[src/rtl/waveform_packetizer_pkg.sv]
// Shared constants and FSM encoding for the waveform packet framer.
package waveform_packetizer_pkg;

    localparam logic [31:0] DEF_CMD_WORD    = 32'h5757_4441;
    localparam int unsigned DEF_MAX_PAYLOAD = 251;
    localparam int unsigned HDR_WORDS       = 5;

    typedef logic [$clog2(HDR_WORDS)-1:0] hdr_idx_t;

    localparam hdr_idx_t HDR_CMD  = 3'd0;
    localparam hdr_idx_t HDR_ID   = 3'd1;
    localparam hdr_idx_t HDR_IND  = 3'd2;
    localparam hdr_idx_t HDR_LEN  = 3'd3;
    localparam hdr_idx_t HDR_RSVD = 3'd4;

    typedef enum logic [1:0] {
        ST_IDLE,
        ST_HDR,
        ST_PAY,
        ST_FIN
    } state_t;

endpackage

[src/rtl/waveform_packetizer.sv]
// Frames a raw I/Q sample stream into AXI-Stream packets: 5-word header then
// up to MAX_PAYLOAD samples passed straight through from the source.
module waveform_packetizer
    import waveform_packetizer_pkg::*;
#(
    parameter logic [31:0] CMD_WORD    = DEF_CMD_WORD,
    parameter int unsigned MAX_PAYLOAD = DEF_MAX_PAYLOAD,
    parameter int unsigned LEN_W       = 32
) (
    input  logic             axi_tclk,
    input  logic             axi_tresetn,
    input  logic             start,
    input  logic [LEN_W-1:0] wfrm_id,
    input  logic [LEN_W-1:0] wfrm_len,
    output logic             busy,
    output logic             done,
    output logic             err_short,
    input  logic [31:0]      s_axis_tdata,
    input  logic             s_axis_tvalid,
    input  logic             s_axis_tlast,
    output logic             s_axis_tready,
    output logic [31:0]      m_axis_tdata,
    output logic             m_axis_tvalid,
    output logic             m_axis_tlast,
    output logic [3:0]       m_axis_tkeep,
    input  logic             m_axis_tready
);

    state_t           r_state;
    state_t           w_state_nx;
    hdr_idx_t         r_hdr_cnt;
    logic [15:0]      r_pay_cnt;
    logic [LEN_W-1:0] r_id;
    logic [LEN_W-1:0] r_len;
    logic [LEN_W-1:0] r_rem;
    logic [LEN_W-1:0] r_ind;
    logic             r_busy;
    logic             r_done;
    logic             r_err;

    logic             w_accept;
    logic             w_hdr_beat;
    logic             w_pay_beat;
    logic             w_rem_last;
    logic             w_pkt_last;
    logic             w_short;
    logic [15:0]      w_chunk;
    logic [31:0]      w_hdr_word;

    assign w_accept   = (r_state == ST_IDLE) & start;
    assign w_hdr_beat = (r_state == ST_HDR) & m_axis_tready;
    assign w_pay_beat = (r_state == ST_PAY) & s_axis_tvalid & m_axis_tready;
    assign w_rem_last = (r_rem == LEN_W'(1));
    assign w_pkt_last = (r_pay_cnt == 16'd1);
    // Source tlast anywhere but the final waveform word truncates the waveform.
    assign w_short    = w_pay_beat & s_axis_tlast & ~w_rem_last;
    assign w_chunk    = (r_rem > LEN_W'(MAX_PAYLOAD)) ? 16'(MAX_PAYLOAD) : r_rem[15:0];

    assign busy      = r_busy;
    assign done      = r_done;
    assign err_short = r_err;
    assign m_axis_tkeep = m_axis_tvalid ? 4'hf : 4'h0;

    always_comb begin
        w_hdr_word = '0;
        case (r_hdr_cnt)
            HDR_CMD:  w_hdr_word = CMD_WORD;
            HDR_ID:   w_hdr_word = 32'(r_id);
            HDR_IND:  w_hdr_word = 32'(r_ind);
            HDR_LEN:  w_hdr_word = 32'(r_len);
            default:  w_hdr_word = '0;
        endcase
    end

    always_ff @(posedge axi_tclk or negedge axi_tresetn) begin
        if (!axi_tresetn) r_state <= ST_IDLE;
        else              r_state <= w_state_nx;
    end

    always_comb begin
        w_state_nx    = r_state;
        m_axis_tvalid = 1'b0;
        m_axis_tdata  = '0;
        m_axis_tlast  = 1'b0;
        s_axis_tready = 1'b0;
        unique case (r_state)
            ST_IDLE: begin
                if (start && (wfrm_len != '0)) w_state_nx = ST_HDR;
            end
            ST_HDR: begin
                m_axis_tvalid = 1'b1;
                m_axis_tdata  = w_hdr_word;
                if (w_hdr_beat && (r_hdr_cnt == HDR_RSVD)) w_state_nx = ST_PAY;
            end
            ST_PAY: begin
                m_axis_tvalid = s_axis_tvalid;
                m_axis_tdata  = s_axis_tdata;
                m_axis_tlast  = w_pkt_last | s_axis_tlast;
                s_axis_tready = m_axis_tready;
                if (w_pay_beat) begin
                    if (w_short || (w_pkt_last && w_rem_last)) w_state_nx = ST_FIN;
                    else if (w_pkt_last)                       w_state_nx = ST_HDR;
                end
            end
            ST_FIN:  w_state_nx = ST_IDLE;
            default: w_state_nx = ST_IDLE;
        endcase
    end

    always_ff @(posedge axi_tclk or negedge axi_tresetn) begin
        if (!axi_tresetn) begin
            r_hdr_cnt <= '0;
            r_pay_cnt <= '0;
            r_id      <= '0;
            r_len     <= '0;
            r_rem     <= '0;
            r_ind     <= '0;
            r_busy    <= 1'b0;
            r_done    <= 1'b0;
            r_err     <= 1'b0;
        end else begin
            r_done <= 1'b0;
            r_busy <= (w_state_nx == ST_HDR) || (w_state_nx == ST_PAY);
            if (w_accept) begin
                r_err <= 1'b0;
                if (wfrm_len == '0) begin
                    r_done <= 1'b1;
                end else begin
                    r_id      <= wfrm_id;
                    r_len     <= wfrm_len;
                    r_rem     <= wfrm_len;
                    r_ind     <= '0;
                    r_hdr_cnt <= '0;
                end
            end
            if (w_hdr_beat) begin
                if (r_hdr_cnt == HDR_RSVD) r_pay_cnt <= w_chunk;
                else                       r_hdr_cnt <= r_hdr_cnt + 3'd1;
            end
            if (w_pay_beat) begin
                r_rem     <= r_rem - LEN_W'(1);
                r_pay_cnt <= r_pay_cnt - 16'd1;
                if (w_short) begin
                    r_err  <= 1'b1;
                    r_done <= 1'b1;
                end else if (w_pkt_last) begin
                    if (w_rem_last) begin
                        r_done <= 1'b1;
                    end else begin
                        r_ind     <= r_ind + LEN_W'(1);
                        r_hdr_cnt <= '0;
                    end
                end
            end
        end
    end

endmodule

[config.mk]
export PLATFORM = sky130hd
export DESIGN_NAME = waveform_packetizer
export DESIGN_NICKNAME = d
export VERILOG_FILES = /design/src/rtl/waveform_packetizer_pkg.sv /design/src/rtl/waveform_packetizer.sv
export SDC_FILE = /design/constraint.sdc
export NUM_CORES = 1
export LEC_CHECK = 0
export ABC_AREA = 1
export CAP_MARGIN = 20
export CORE_ASPECT_RATIO = 0.5
export CORE_MARGIN = 10
export CORE_UTILIZATION = 25
export CTS_CLUSTER_DIAMETER = 40
export CTS_CLUSTER_SIZE = 20
export DETAILED_ROUTE_END_ITERATION = 10
export PLACE_DENSITY = 0.51
export SLEW_MARGIN = 20
export SYNTH_ARGS = -nofsm -noshare
export SYNTH_HDL_FRONTEND = slang
export SYNTH_SLANG_ARGS = --single-unit
[constraint.sdc]
create_clock -name axi_tclk -period 3.5 [get_ports axi_tclk]
set_input_delay 0.525 -clock axi_tclk [delete_from_list [all_inputs] [get_ports axi_tclk]]
set_output_delay 0.525 -clock axi_tclk [all_outputs]
set_load 0.03 [all_outputs]
-- Word-level counts from Yosys, hierarchy flattened
Index checks and enable logic that the tools add are counted.
- output and inout port bits: 42
- flip-flop bits (word level): 152
- word-level logic and storage cells: 93
- $add $sub $neg: 4
- eq/ne operators: 12
- reduce and logical (&&, ||, !) cells: 15
- order comparisons: 1
- bitwise gates (word level): 9
- muxes and demuxes: 42
- operators by type and width (kind ; number):
    $mux 32 ; 9
    $pmux 32 s4 ; 1
    $mux 16 ; 4
    $pmux 32 s2 ; 1
    $add 32x1->32 const B ; 1
    $eq 32x1->1 const B ; 1
    $gt 32x8->1 const B ; 1
    $logic_not 32->1 ; 1
    $reduce_bool 32->1 ; 1
    $sub 32x1->32 const B ; 1
    $mux 3 ; 8
    $eq 16x1->1 const B ; 1
    $sub 16x1->16 const B ; 1
    $mux 1 ; 11
    $mux 2 ; 5
    $pmux 2 s4 ; 1
    $and 1x1->1 ; 6
    $eq 2x2->1 const B ; 3
    $eq 3x2->1 const B ; 2
    $reduce_and 2->1 ; 3
    $reduce_bool 2->1 ; 3
    $eq 2x1->1 const B ; 2
    $mux 4 ; 1
    $add 3x1->3 const B ; 1
    other kinds (10) ; 14

-- Longest topological paths before layout
- depth after elaboration: 11
- mapped depth: 14
- mapped depth without buffers: 14

-- Worst setup path after synthesis
No wires, ideal clock.
- kind: reg2out
- start: register r_state[1]
- end: output port m_axis_tkeep[0]
- cell stages (with the launch flop): 8
- setup slack: 0.896 ns
- arrival: 2.079 ns
- path through: dfrtp_1 > inv_1 > ha_1 > buf_2 > buf_1 > inv_1 > a21oi_1 > buf_4
- longest elaborated chain between the ends: 3
- elaborated cells on any way between the ends: 4
- RTL lines (item ; line ; text):
    start, declared ; waveform_packetizer.sv:29 ; state_t r_state;
    start signal, assigned ; waveform_packetizer.sv:77 ; else r_state <= w_state_nx;
    $eq 2x2->1 / $eq 2x1->1 (equally long branches) ; waveform_packetizer.sv:86 ; unique case (r_state)
    $pmux 1 s2 * ; waveform_packetizer.sv:86 ;
    net m_axis_tvalid ; waveform_packetizer.sv:23 ; output logic m_axis_tvalid,
    $mux 4 * ; waveform_packetizer.sv:62 ; assign m_axis_tkeep = m_axis_tvalid ? 4'hf : 4'h0;
    end, declared ; waveform_packetizer.sv:25 ; output logic [3:0] m_axis_tkeep,
The timed path passes the listed nets; every way through them passes the cells marked *.

-- Final worst setup path
- start: register r_hdr_cnt[0]
- end: output port m_axis_tdata[13]
- longest elaborated chain between the ends: 3
- elaborated cells on any way between the ends: 6
- RTL lines (item ; line ; text):
    start, declared ; waveform_packetizer.sv:31 ; hdr_idx_t r_hdr_cnt;
    start signal, assigned ; waveform_packetizer.sv:138 ; else r_hdr_cnt <= r_hdr_cnt + 3'd1;
    $eq 3x2->1, or another cell as far along ; waveform_packetizer.sv:66 ; case (r_hdr_cnt)
    $pmux 32 s4 * ; waveform_packetizer.sv:66 ;
    $pmux 32 s2 * ; waveform_packetizer.sv:86 ;
    end, declared ; waveform_packetizer.sv:22 ; output logic [31:0] m_axis_tdata,
Mark *: on every way between the ends. The rest lies on a longest branch, timed or not.

==> run_results.csv <==
group,metric,value,unit
outcome,run_status,"finished clean",
sta,finalCritPeriodShare,96.2,%
worst_hold_path,hp-class,"in2async",
clock_tree,cts_buffer_depth,2,
placement,place.gp.congestion,0.876,
yosys,synthXorXnorAreaFrac,1.34,%
floorplanning,fp.coreArea,38900,um^2
yosys,ys_warn_count,0,
clock_tree,cts-htree-levels,4,
power,clkPwrFrac,21.5,%
setup_path,required,2970,ps
sta,tns,0,ps
yosys,avgSynthCellArea,6.96,um^2
setup_path,slowest_stage,"clkdlybuf4s50_1",
power,switching_share,45.5,%
clock_tree,cts_root_buf,"clkbuf_16",
clock_tree,tritoncts,"built",
drt,drc,0,
clock_tree,cts.clk_slew.worst_paths,70,ps
placement,dp_cells,2043,
setup_path,crit_type,"reg2out",
cells_and_area,final_cells,2079,
sta,tightest_slew,817,ps
power,intPower,4.90,mW
sta,setup_slack,132,ps
placement,io_buffer_count,143,
floorplanning,rows,51,
yosys,syn_area,9820,um^2
sta,grt_setup_unrepaired,"false",
drt,wirelength,35.0,mm
cells_and_area,multi_input_area,5070,um^2
grt,grt_pass1_wl,54.6,mm
yosys,synth.top_cell.area_share,38.7,%
yosys,seq_area_frac_synth,38.7,%
yosys,synth_fp_nets,1527,
cells_and_area,diodes,0,
power,pwr-share-comb,45.6,%
sta,slew_violations,0,
yosys,synth_simple_gate_area_share,33.2,%
yosys,synth_adder_area_share,1.78,%
cells_and_area,area_delta_synth_final,26.8,%
drt,vias_per_cell,4.61,
sta,fin_worst_skew,7.99,ps
setup_path,crit_path_end_kind,"output port",
power,peakVddDrop,385,uV
yosys,synth.area.mux_share,0,%
drt,detail_route.first_pass.iterations,5,
power,power_density,722,nW/um^2
yosys,yosys.area.top_type,"dfrtp_1",
drt,vias,9582,
floorplanning,fp.dieH,160,um
sta,finalHoldViolCount,0,
yosys,synth.area.top_cells,"dfrtp_1 39%, nand2_1 18%, inv_1 6.2%",
sta,setup_viol_count_final,0,
cells_and_area,drive_above_1_share,8.01,%
cells_and_area,fin_util,32.1,%
setup_path,max_stage_delay,690,ps
setup_path,arrival,2840,ps
power,power.leakage,5.41,nW
setup_path,worst-path-max-fanout,15,
placement,dp_slack,393,ps
drt,drtIter0Drc,672,
setup_path,crit_path_frequent_cell,"ha_1",
floorplanning,die_area,48100,um^2
sta,finalCriticalPeriod,3370,ps
yosys,synth-main-ff-cell,"dfrtp_1",
setup_path,crit_chain,"ha_1, ha_1, clkinvlp_4, buf_12, o221ai_1, nand2_1, a21oi_1, clkdlybuf4s50_1",
yosys,syn-instance-count,1411,
grt,grt_max_degree,82,
clock_tree,clk_latency,450,ps
power,pwr-share-seq,32.9,%
placement,hpwl,26.6,mm
floorplanning,io_pins,144,
yosys,synth_compound_area_share,15.1,%
cells_and_area,seq_area,3800,um^2
clock_tree,cts.sinks,152,
job,maxCapViolations,0,
grt,grt-ovfl-total,0,
drt,ant_nets,0,
floorplanning,fp.dieW,300,um
grt,grt_use_total,14.3,%
grt,grt_antenna_before_repair,0,
setup_path,start_kind,"flop",
cells_and_area,final_net_count,1652,
cells_and_area,n_fill_cell,4218,
power,net-switching-power,4.09,mW
yosys,async_reset_ff_share,100,%
clock_tree,numCtsBuffers,17,
yosys,synth.distinct_cells,49,
drt,routedWlPerCell,16.8,um
setup_path,crit_family,"buffers and inverters",
yosys,synth_top_family_by_area,"simple AND/OR/NAND/NOR gates",
sta,max_freq,297,MHz
sta,slew_headroom,45.5,%
yosys,synth_seq_cells,152,
setup_path,crit_buf_inv,3,
floorplanning,start_util,25.3,%
yosys,synth_edf_count,0,
grt,first_global_vias,9275,
[cell usage in the layout, fill, tap and decap left out, types with 3 or more instances in the layout]
cell type / n
nand2_1: 473
inv_1: 159
dfrtp_1: 152
clkdlybuf4s50_1: 141
nor2_1: 116
o21ai_0: 74
a21oi_1: 66
nand3_1: 64
o211ai_1: 30
nor3_1: 26
nor2_2: 20
nand4_1: 18
clkbuf_16: 17
o221ai_1: 16
buf_4: 16
o2111ai_1: 14
o21ai_1: 14
ha_1: 14
xor2_1: 11
inv_2: 10
nand2_2: 10
o22ai_1: 9
nor2_4: 7
clkinvlp_4: 6
nand3_2: 6
o21bai_1: 6
a22oi_1: 5
buf_12: 5
xnor2_1: 4
clkinv_4: 4
inv_6: 4
nor3_2: 3
o31ai_1: 3
[repair_timing]
action / in CTS / in global routing
cloned: 1 / 0
pin swaps: 0 / 0
setup buffers: 1 / 2
hold buffers: 0 / 0
resized for setup: 2 / 3
endpoints found under the setup margin: 29 / 31
[area by class of cell]
class / count / share of cell area [%]
Clock buffer: 18 / 3.53
Clock inverter: 14 / 1.32
Inverter: 173 / 5.29
Multi-Input combinational cell: 1027 / 40.7
Sequential cell: 152 / 30.5
Tap cell: 530 / 5.32
Timing Repair Buffer: 164 / 13.3
Timing Repair inverter: 1 / 0.0603
[state kept, by name (all words and copies together) (netlist names)]
signal and count:
err_short 1, r_rem 32, r_id 32, r_hdr_cnt 3, r_ind 32, done 1, r_len 32, r_pay_cnt 16
busy 1, r_state 2
[stage by stage]
step,hold slack (ps),total power [mW],area (um^2)
6_report,119,8.99,12500
2_1_floorplan,229,5.54,9820
4_1_cts,141,9.04,12400
3_3_place_gp,472,7.04,11800
5_1_grt,171,9.66,12500
3_5_place_dp,470,7.05,11800
[worst paths after layout]
path	from	end	slack, ps	depth (start not counted)
min in group axi_tclk	r_id[0]	r_id[0]	490	2
worst min-delay path	axi_tresetn	r_id[19]	120	1
max in group asynchronous	axi_tresetn	r_hdr_cnt[0]	2540	2
worst max register to register	r_state[0]	r_ind[14]	850	14
worst min register to register	r_id[0]	r_id[0]	490	2
worst max-delay path	r_hdr_cnt[0]	m_axis_tdata[13]	130	8
[routing by layer]
metal / vias to the layer above / wire [um] / track usage [%]
li1: 4807 / - / -
met4: 0 / 364 / 3.30
met5: - / 0 / 0
met2: 186 / 16700 / 23.3
met1: 4566 / 16100 / 19.4
met3: 23 / 1930 / 2.59
[logic make-up after synthesis]
group | Yosys count
buffers and inverters | 232
flip-flops | 152
AND/OR/NAND/NOR | 753
AO/OA/AOI/OAI | 245
XOR/XNOR | 15
adder cells (fa/ha/maj) | 14
[synthesized netlist by cell type, types with 11 or more instances]
library cell and number:
o21ai_0 74, nor2_1 117, inv_1 161, o21ai_1 14, nand2_1 473, nand3_1 64, nor2_2 20, xor2_1 11
dfrtp_1 152, nand4_1 18, ha_1 14, o2111ai_1 14, a21oi_1 66, buf_2 22, o211ai_1 30, clkbuf_1 18
nor3_1 26, o221ai_1 16
[power groups by stage]
stage / clock network (mW) / logic, mW / registers [mW]
floorplan: 0 / 2.76 / 2.77
finish: 1.93 / 4.10 / 2.96
global route: 2.05 / 4.57 / 3.04
detailed placement: 0 / 4.08 / 2.97
CTS: 1.97 / 4.12 / 2.95
global placement: 0 / 4.07 / 2.97
Power figures use the tool's default switching activity.
